$ cat src/rtl/snake_pkg.sv
// -----------------------------------------------------------------------------
// snake_pkg
// Shared constants and types for the snake game grid renderer:
//   - cell codes stored in the grid map
//   - grid geometry (40 x 30 cells) and display limits (640 x 480)
//   - controller FSM state encoding
//   - cell_addr(): row*40+col computed with shifts and adds only
// -----------------------------------------------------------------------------
package snake_pkg;

    localparam int GRID_W = 40;
    localparam int GRID_H = 30;
    localparam int CELLS  = GRID_W * GRID_H;
    localparam int ADDR_W = 11;

    localparam logic [9:0]        DISP_W    = 10'd640;
    localparam logic [9:0]        DISP_H    = 10'd480;
    localparam logic [ADDR_W-1:0] CELL_LAST = 11'd1199;

    typedef enum logic [1:0] {
        CELL_EMPTY = 2'b00,
        CELL_SNAKE = 2'b01,
        CELL_APPLE = 2'b10,
        CELL_WALL  = 2'b11
    } cell_e;

    typedef enum logic {
        ST_IDLE  = 1'b0,
        ST_CLEAR = 1'b1
    } state_e;

    // row*40 + col as (row<<5) + (row<<3) + col
    function automatic logic [ADDR_W-1:0] cell_addr(input logic [ADDR_W-1:0] col,
                                                    input logic [ADDR_W-1:0] row);
        return (row << 5) + (row << 3) + col;
    endfunction

endpackage

$ cat src/rtl/grid_ram.sv
// -----------------------------------------------------------------------------
// grid_ram
// Simple dual-port 1200 x 2-bit map RAM: one synchronous write port and one
// registered read port. A read and a write to the same address in the same
// cycle return the old contents. The array has no reset.
//   clk_i     : clock
//   we_i      : write enable
//   waddr_i   : write address
//   wdata_i   : write data (cell code)
//   raddr_i   : read address
//   rdata_o   : registered read data
// -----------------------------------------------------------------------------
module grid_ram
    import snake_pkg::*;
(
    input  logic              clk_i,
    input  logic              we_i,
    input  logic [ADDR_W-1:0] waddr_i,
    input  logic [1:0]        wdata_i,
    input  logic [ADDR_W-1:0] raddr_i,
    output logic [1:0]        rdata_o
);

    logic [1:0] mem_q [CELLS];

    always_ff @(posedge clk_i) begin
        if (we_i) begin
            mem_q[waddr_i] <= wdata_i;
        end
        rdata_o <= mem_q[raddr_i];
    end

endmodule

$ cat src/rtl/game_grid_renderer.sv
// -----------------------------------------------------------------------------
// game_grid_renderer
// Holds the 40x30 game map and turns the VGA pixel position into the cell code
// under that pixel, two clocks later. Cell writes are only taken during
// vertical blank; a clear request sweeps all 1200 cells to empty, one per
// cycle, while rendering carries on. Reset release starts such a sweep.
//   clock_25    : 25 MHz pixel clock
//   reset       : synchronous, active-high
//   X, Y        : current pixel column/row from the timing stage
//   wr_valid    : cell write request        wr_ready : write may complete
//   wr_col/row  : target cell               wr_data  : cell code
//   clear_req   : one-cycle clear request   clear_busy : sweep running
//   game_data   : cell code at the pixel    game_enable : display area flag
//   frame_tick  : one-cycle pulse at the start of vertical blank
// -----------------------------------------------------------------------------
module game_grid_renderer #(
    parameter int GRID_W     = 40,
    parameter int GRID_H     = 30,
    parameter int CELL_SHIFT = 4
) (
    input  logic       clock_25,
    input  logic       reset,
    input  logic [9:0] X,
    input  logic [9:0] Y,
    input  logic       wr_valid,
    output logic       wr_ready,
    input  logic [5:0] wr_col,
    input  logic [4:0] wr_row,
    input  logic [1:0] wr_data,
    input  logic       clear_req,
    output logic       clear_busy,
    output logic [1:0] game_data,
    output logic       game_enable,
    output logic       frame_tick
);

    import snake_pkg::*;

    localparam logic [5:0] COL_LIM = 6'(GRID_W);
    localparam logic [4:0] ROW_LIM = 5'(GRID_H);

    state_e            state_q, state_d;
    logic [ADDR_W-1:0] sweep_q, sweep_d;
    logic              y480_q;

    logic [9:0]        x_cell, y_cell;
    logic              vblank, disp_en;
    logic [ADDR_W-1:0] rd_addr_d, rd_addr_p1_q;
    logic              en_p1_q, en_p2_q;
    logic [1:0]        rdata_p2;

    logic              ram_we;
    logic [ADDR_W-1:0] ram_waddr;
    logic [1:0]        ram_wdata;
    logic              wr_in_range;

    assign vblank  = (Y >= DISP_H);
    assign disp_en = (X < DISP_W) && (Y < DISP_H);
    assign x_cell  = X >> CELL_SHIFT;
    assign y_cell  = Y >> CELL_SHIFT;

    // Outside the display the cell index can exceed the map, so park on 0;
    // the data is masked by the delayed enable anyway.
    assign rd_addr_d = disp_en ? cell_addr({1'b0, x_cell}, {1'b0, y_cell}) : '0;

    assign wr_in_range = (wr_col < COL_LIM) && (wr_row < ROW_LIM);

    // wr_ready drops in a cycle carrying clear_req so that a coincident write
    // is visibly refused rather than silently wiped by the sweep.
    always_comb begin
        state_d    = state_q;
        sweep_d    = sweep_q;
        ram_we     = 1'b0;
        ram_waddr  = sweep_q;
        ram_wdata  = CELL_EMPTY;
        wr_ready   = (state_q == ST_IDLE) && vblank && !clear_req && !reset;
        clear_busy = (state_q == ST_CLEAR);
        frame_tick = (Y == DISP_H) && !y480_q && !reset;

        case (state_q)
            ST_IDLE: begin
                if (clear_req) begin
                    state_d = ST_CLEAR;
                    sweep_d = '0;
                end else if (wr_valid && wr_ready && wr_in_range) begin
                    ram_we    = 1'b1;
                    ram_waddr = cell_addr({5'b0, wr_col}, {6'b0, wr_row});
                    ram_wdata = wr_data;
                end
            end
            ST_CLEAR: begin
                ram_we = 1'b1;
                if (sweep_q == CELL_LAST) begin
                    state_d = ST_IDLE;
                    sweep_d = '0;
                end else begin
                    sweep_d = sweep_q + 11'd1;
                end
            end
            default: begin
                state_d = ST_CLEAR;
                sweep_d = '0;
            end
        endcase
    end

    always_ff @(posedge clock_25) begin
        if (reset) begin
            state_q <= ST_CLEAR;
            sweep_q <= '0;
            y480_q  <= 1'b0;
            en_p1_q <= 1'b0;
            en_p2_q <= 1'b0;
        end else begin
            state_q <= state_d;
            sweep_q <= sweep_d;
            y480_q  <= (Y == DISP_H);
            en_p1_q <= disp_en;
            en_p2_q <= en_p1_q;
        end
    end

    // stage p1: registered read address
    always_ff @(posedge clock_25) begin
        rd_addr_p1_q <= rd_addr_d;
    end

    // stage p2: RAM read register
    grid_ram u_grid_ram (
        .clk_i   (clock_25),
        .we_i    (ram_we),
        .waddr_i (ram_waddr),
        .wdata_i (ram_wdata),
        .raddr_i (rd_addr_p1_q),
        .rdata_o (rdata_p2)
    );

    assign game_enable = en_p2_q;
    assign game_data   = en_p2_q ? rdata_p2 : CELL_EMPTY;

endmodule

$ cat config.mk
export PLATFORM = sky130hd
export DESIGN_NAME = game_grid_renderer
export DESIGN_NICKNAME = d
export VERILOG_FILES = /design/src/rtl/snake_pkg.sv /design/src/rtl/grid_ram.sv /design/src/rtl/game_grid_renderer.sv
export SDC_FILE = /design/constraint.sdc
export NUM_CORES = 2
export LEC_CHECK = 0
export ABC_AREA = 1
export CAP_MARGIN = 30
export CELL_PAD_IN_SITES_DETAIL_PLACEMENT = 0
export CELL_PAD_IN_SITES_GLOBAL_PLACEMENT = 1
export CORE_MARGIN = 2
export CORE_UTILIZATION = 30
export CTS_CLUSTER_SIZE = 28
export DETAILED_ROUTE_END_ITERATION = 10
export PLACE_DENSITY_LB_ADDON = 0.2
export SYNTH_ARGS = -nofsm -noshare
export SYNTH_HDL_FRONTEND = slang
export SYNTH_SLANG_ARGS = --single-unit
$ cat constraint.sdc
create_clock -name clock_25 -period 95.6 [get_ports clock_25]
set_clock_uncertainty 0.2 [all_clocks]
set_input_delay 19.12 -clock clock_25 [delete_from_list [all_inputs] [get_ports clock_25]]
set_output_delay 19.12 -clock clock_25 [all_outputs]
set_load 0.01 [all_outputs]
==> qor.csv <==
stage,metric,value,unit
outcome,status,"finished, final reports clean",
clock_tree,cts.sinks,2428,
yosys,mappedNetlistArea,102600,sq um
clock_tree,hold_buffers,0,
timing,tightest_slew,1.238,ns
critical_path,critPathTopFamily,buffers and inverters,
yosys,yosysWarningCount,0,
placed_design,gp_congestion,0.7494,
clock_tree,clock_latency,0.85,ns
clock_tree,htree_levels,5,
detailed_routing,viasPerCell,5.068,
critical_path,cpPeakStageDelay,0.63,ns
clock_tree,cts_made_buffers,277,
global_routing,antenna_found_initial,34,
clock_tree,root_buffer,clkbuf_16,
job,drv_cap,0,
critical_path,critical_path_class,in2out,
clock_tree,ctsResizeCount,0,
floorplan,ios,43,
min_path,hold_class,reg2reg,
detailed_routing,post_drt_wl_per_cell,24.32,microns
global_routing,grt_max_degree,225,
detailed_routing,met1_length,145100,microns
detailed_routing,wl_met2,161800,microns
timing,worst_hold_slack,0.2378,ns
detailed_routing,first_iter_violations,6235,
critical_path,endpoint_kind,output pin,
critical_path,arrival,21.05,ns
timing,finalSetupViolCount,0,
cells_and_area,design_area,116100,sq um
floorplan,die-height,588.8,microns
timing,hold_viol,0,
critical_path,crit_path_top_delay_cell,clkdlybuf4s50_1,
clock_tree,path_clk_slew,0.06,ns
min_path,min_path_cells,2,
global_routing,grt.overflow.total,0,
cells_and_area,syn_to_final_growth,13.16,%
timing,final-max-slew-violation-count,0,
critical_path,cpMostUsedCell,clkdlybuf4s50_1,
critical_path,worstPathRequired,76.28,ns
timing,fmax,24.77,MHz
critical_path,critPathLaunchType,primary input,
timing,slew_headroom,17.48,%
cells_and_area,fill_cells,34240,
detailed_routing,drc,0,
detailed_routing,route.met3.wl,21820,microns
timing,fin_tns_setup,0,ns
pwr,power,2.288,mW
clock_tree,cts_setup_buffers,0,
detailed_routing,first_pass_iters,6,
yosys,ys_ff_latch,2428,
cells_and_area,layout_common_cells,"edfxtp_1 (2400), nand2_1 (2202), nand3_1 (2119), nor2_1 (1414), clkbuf_16 (290)",
cells_and_area,fin_nets,9206,
detailed_routing,final_antenna_net_count,0,
cells_and_area,layout_commonest_cell,edfxtp_1,
yosys,synth-seq-area-share,70.79,%
yosys,synth_edf_count,2400,
critical_path,cp.depth,4,
critical_path,path_cells,"clkdlybuf4s50_1, or4_1, nor4_1, clkdlybuf4s50_1",
yosys,synth_cells,9417,
critical_path,rr_worst_depth,12,
yosys,netlist-cell-type-count,44,
yosys,syn-num-nets,9479,
critical_path,worst-path-buf-inv,2,
pwr,vdd_drop_max,0.00001248,V
yosys,synth_flop_cell,edfxtp_1,
floorplan,core,340100,sq um
pwr,power_leakage,38.89,nW
detailed_routing,highest_layer,met5,
clock_tree,clk_path_buf_depth,4,
global_routing,grt_pass1_wl,481600,microns
floorplan,die_area,346700,sq um
yosys,avgSynthCellArea,10.90,sq um
timing,layout_min_cycle_time,40.37,ns
yosys,synthArstFlopShare,0,%
critical_path,cp_max_fo,10,
floorplan,rows,214,
placed_design,numPortBuffers,38,
floorplan,start_util,30.17,%
global_routing,gr-usage-all-layers,19.06,%
timing,rsz0062_at_grt,false,
floorplan,die_w,588.8,microns
global_routing,grt_pass1_vias,70970,
detailed_routing,finalWirelength,337700,microns
pwr,power_density,19.71,nW/um^2
timing,period_share,42.22,%
detailed_routing,num_vias,70390,
cells_and_area,drive_gt1_share,6.344,%
clock_tree,cts_tree,done,
placed_design,place_area,107600,sq um
placed_design,hpwl,172100,microns
[cell families (layout without fill, tap and decap cells)]
logic type,Yosys count,count (layout),share of synthesized area (%)
other cells,0,6,0
compound gates,328,328,1.799
flops,2428,2428,70.79
buf+inv,822,753,3.046
fa+ha+maj,25,25,0.3341
simple gates,5809,5809,23.98
xor+xnor,4,4,0.03415
mux,1,1,0.02195
[tightest hold or removal path, stage by stage (launching register included)]
cell     delay [ns]
dfxtp_1        0.30
inv_1          0.04
nor2_1         0.05
[cell type report]
type                    instances  area (sq um)  area share [%]
diodes                          6         15.01         0.01293
clock inverters               120         870.8          0.7500
repair buffers                201          1959           1.688
multi-input cells            6167         27100           23.34
flip-flops and latches       2428         72650           62.57
clock buffers                 363          7541           6.495
well taps                    4536          5675           4.888
inverters                      69         291.5          0.2511
[cells in the mapped netlist (all sizes together), types with 4 or more instances]
cell | instances | area share, %
a21oi | 18 | 0.099
buf | 144 | 0.57
clkbuf | 609 | 2.2
clkinv | 5 | 0.018
dfxtp | 28 | 0.55
edfxtp | 2400 | 70
fa | 4 | 0.078
ha | 21 | 0.26
inv | 64 | 0.23
nand2 | 2242 | 8.2
nand3 | 2119 | 10
nor2 | 1430 | 5.3
nor3 | 8 | 0.060
o211ai | 6 | 0.049
o21ai | 205 | 1.0
o221ai | 7 | 0.060
o22ai | 84 | 0.51
[per-layer routing]
metal / vias to the layer above / GRT usage, %
met4: 2 / 5.342
met5: - / 0
met1: 35480 / 24.97
li1: 32330 / -
met2: 2110 / 32.28
met3: 466 / 3.386
[report_power, final]
group          leakage (nW)  switching [mW]  internal (mW)  total [mW]
registers              22.0         0.00256           1.15        1.16
clock network          4.10           0.425          0.584        1.01
logic                  12.8          0.0936         0.0307       0.124
[stage by stage]
step           std cells  worst slack (ns)  util, %
2_1_floorplan       9417             42.19        -
6_report           13890             55.23    34.14
3_5_place_dp       13400             55.21    31.64
5_1_grt            13890             55.14    34.14
4_1_cts            13880             55.19    34.12
3_3_place_gp       13390             55.18    31.59
[sequential cells by signal, indices dropped and copies added, names as in the netlist]
name and count:
u_grid_ram.mem_q 2400, rd_addr_p1_q 11, sweep_q 11, u_grid_ram.rdata_o 2, clear_busy 1, en_p1_q 1
game_enable 1, y480_q 1
[final timing paths]
check        startpoint                  endpoint  slack (ns)
max               reset                frame_tick       55.23
min             en_p1_q               game_enable        0.24
max reg2reg  clear_busy  u_grid_ram.mem_q[835][0]       89.39
min reg2reg     en_p1_q               game_enable        0.24
Power figures use the tool's default switching activity.
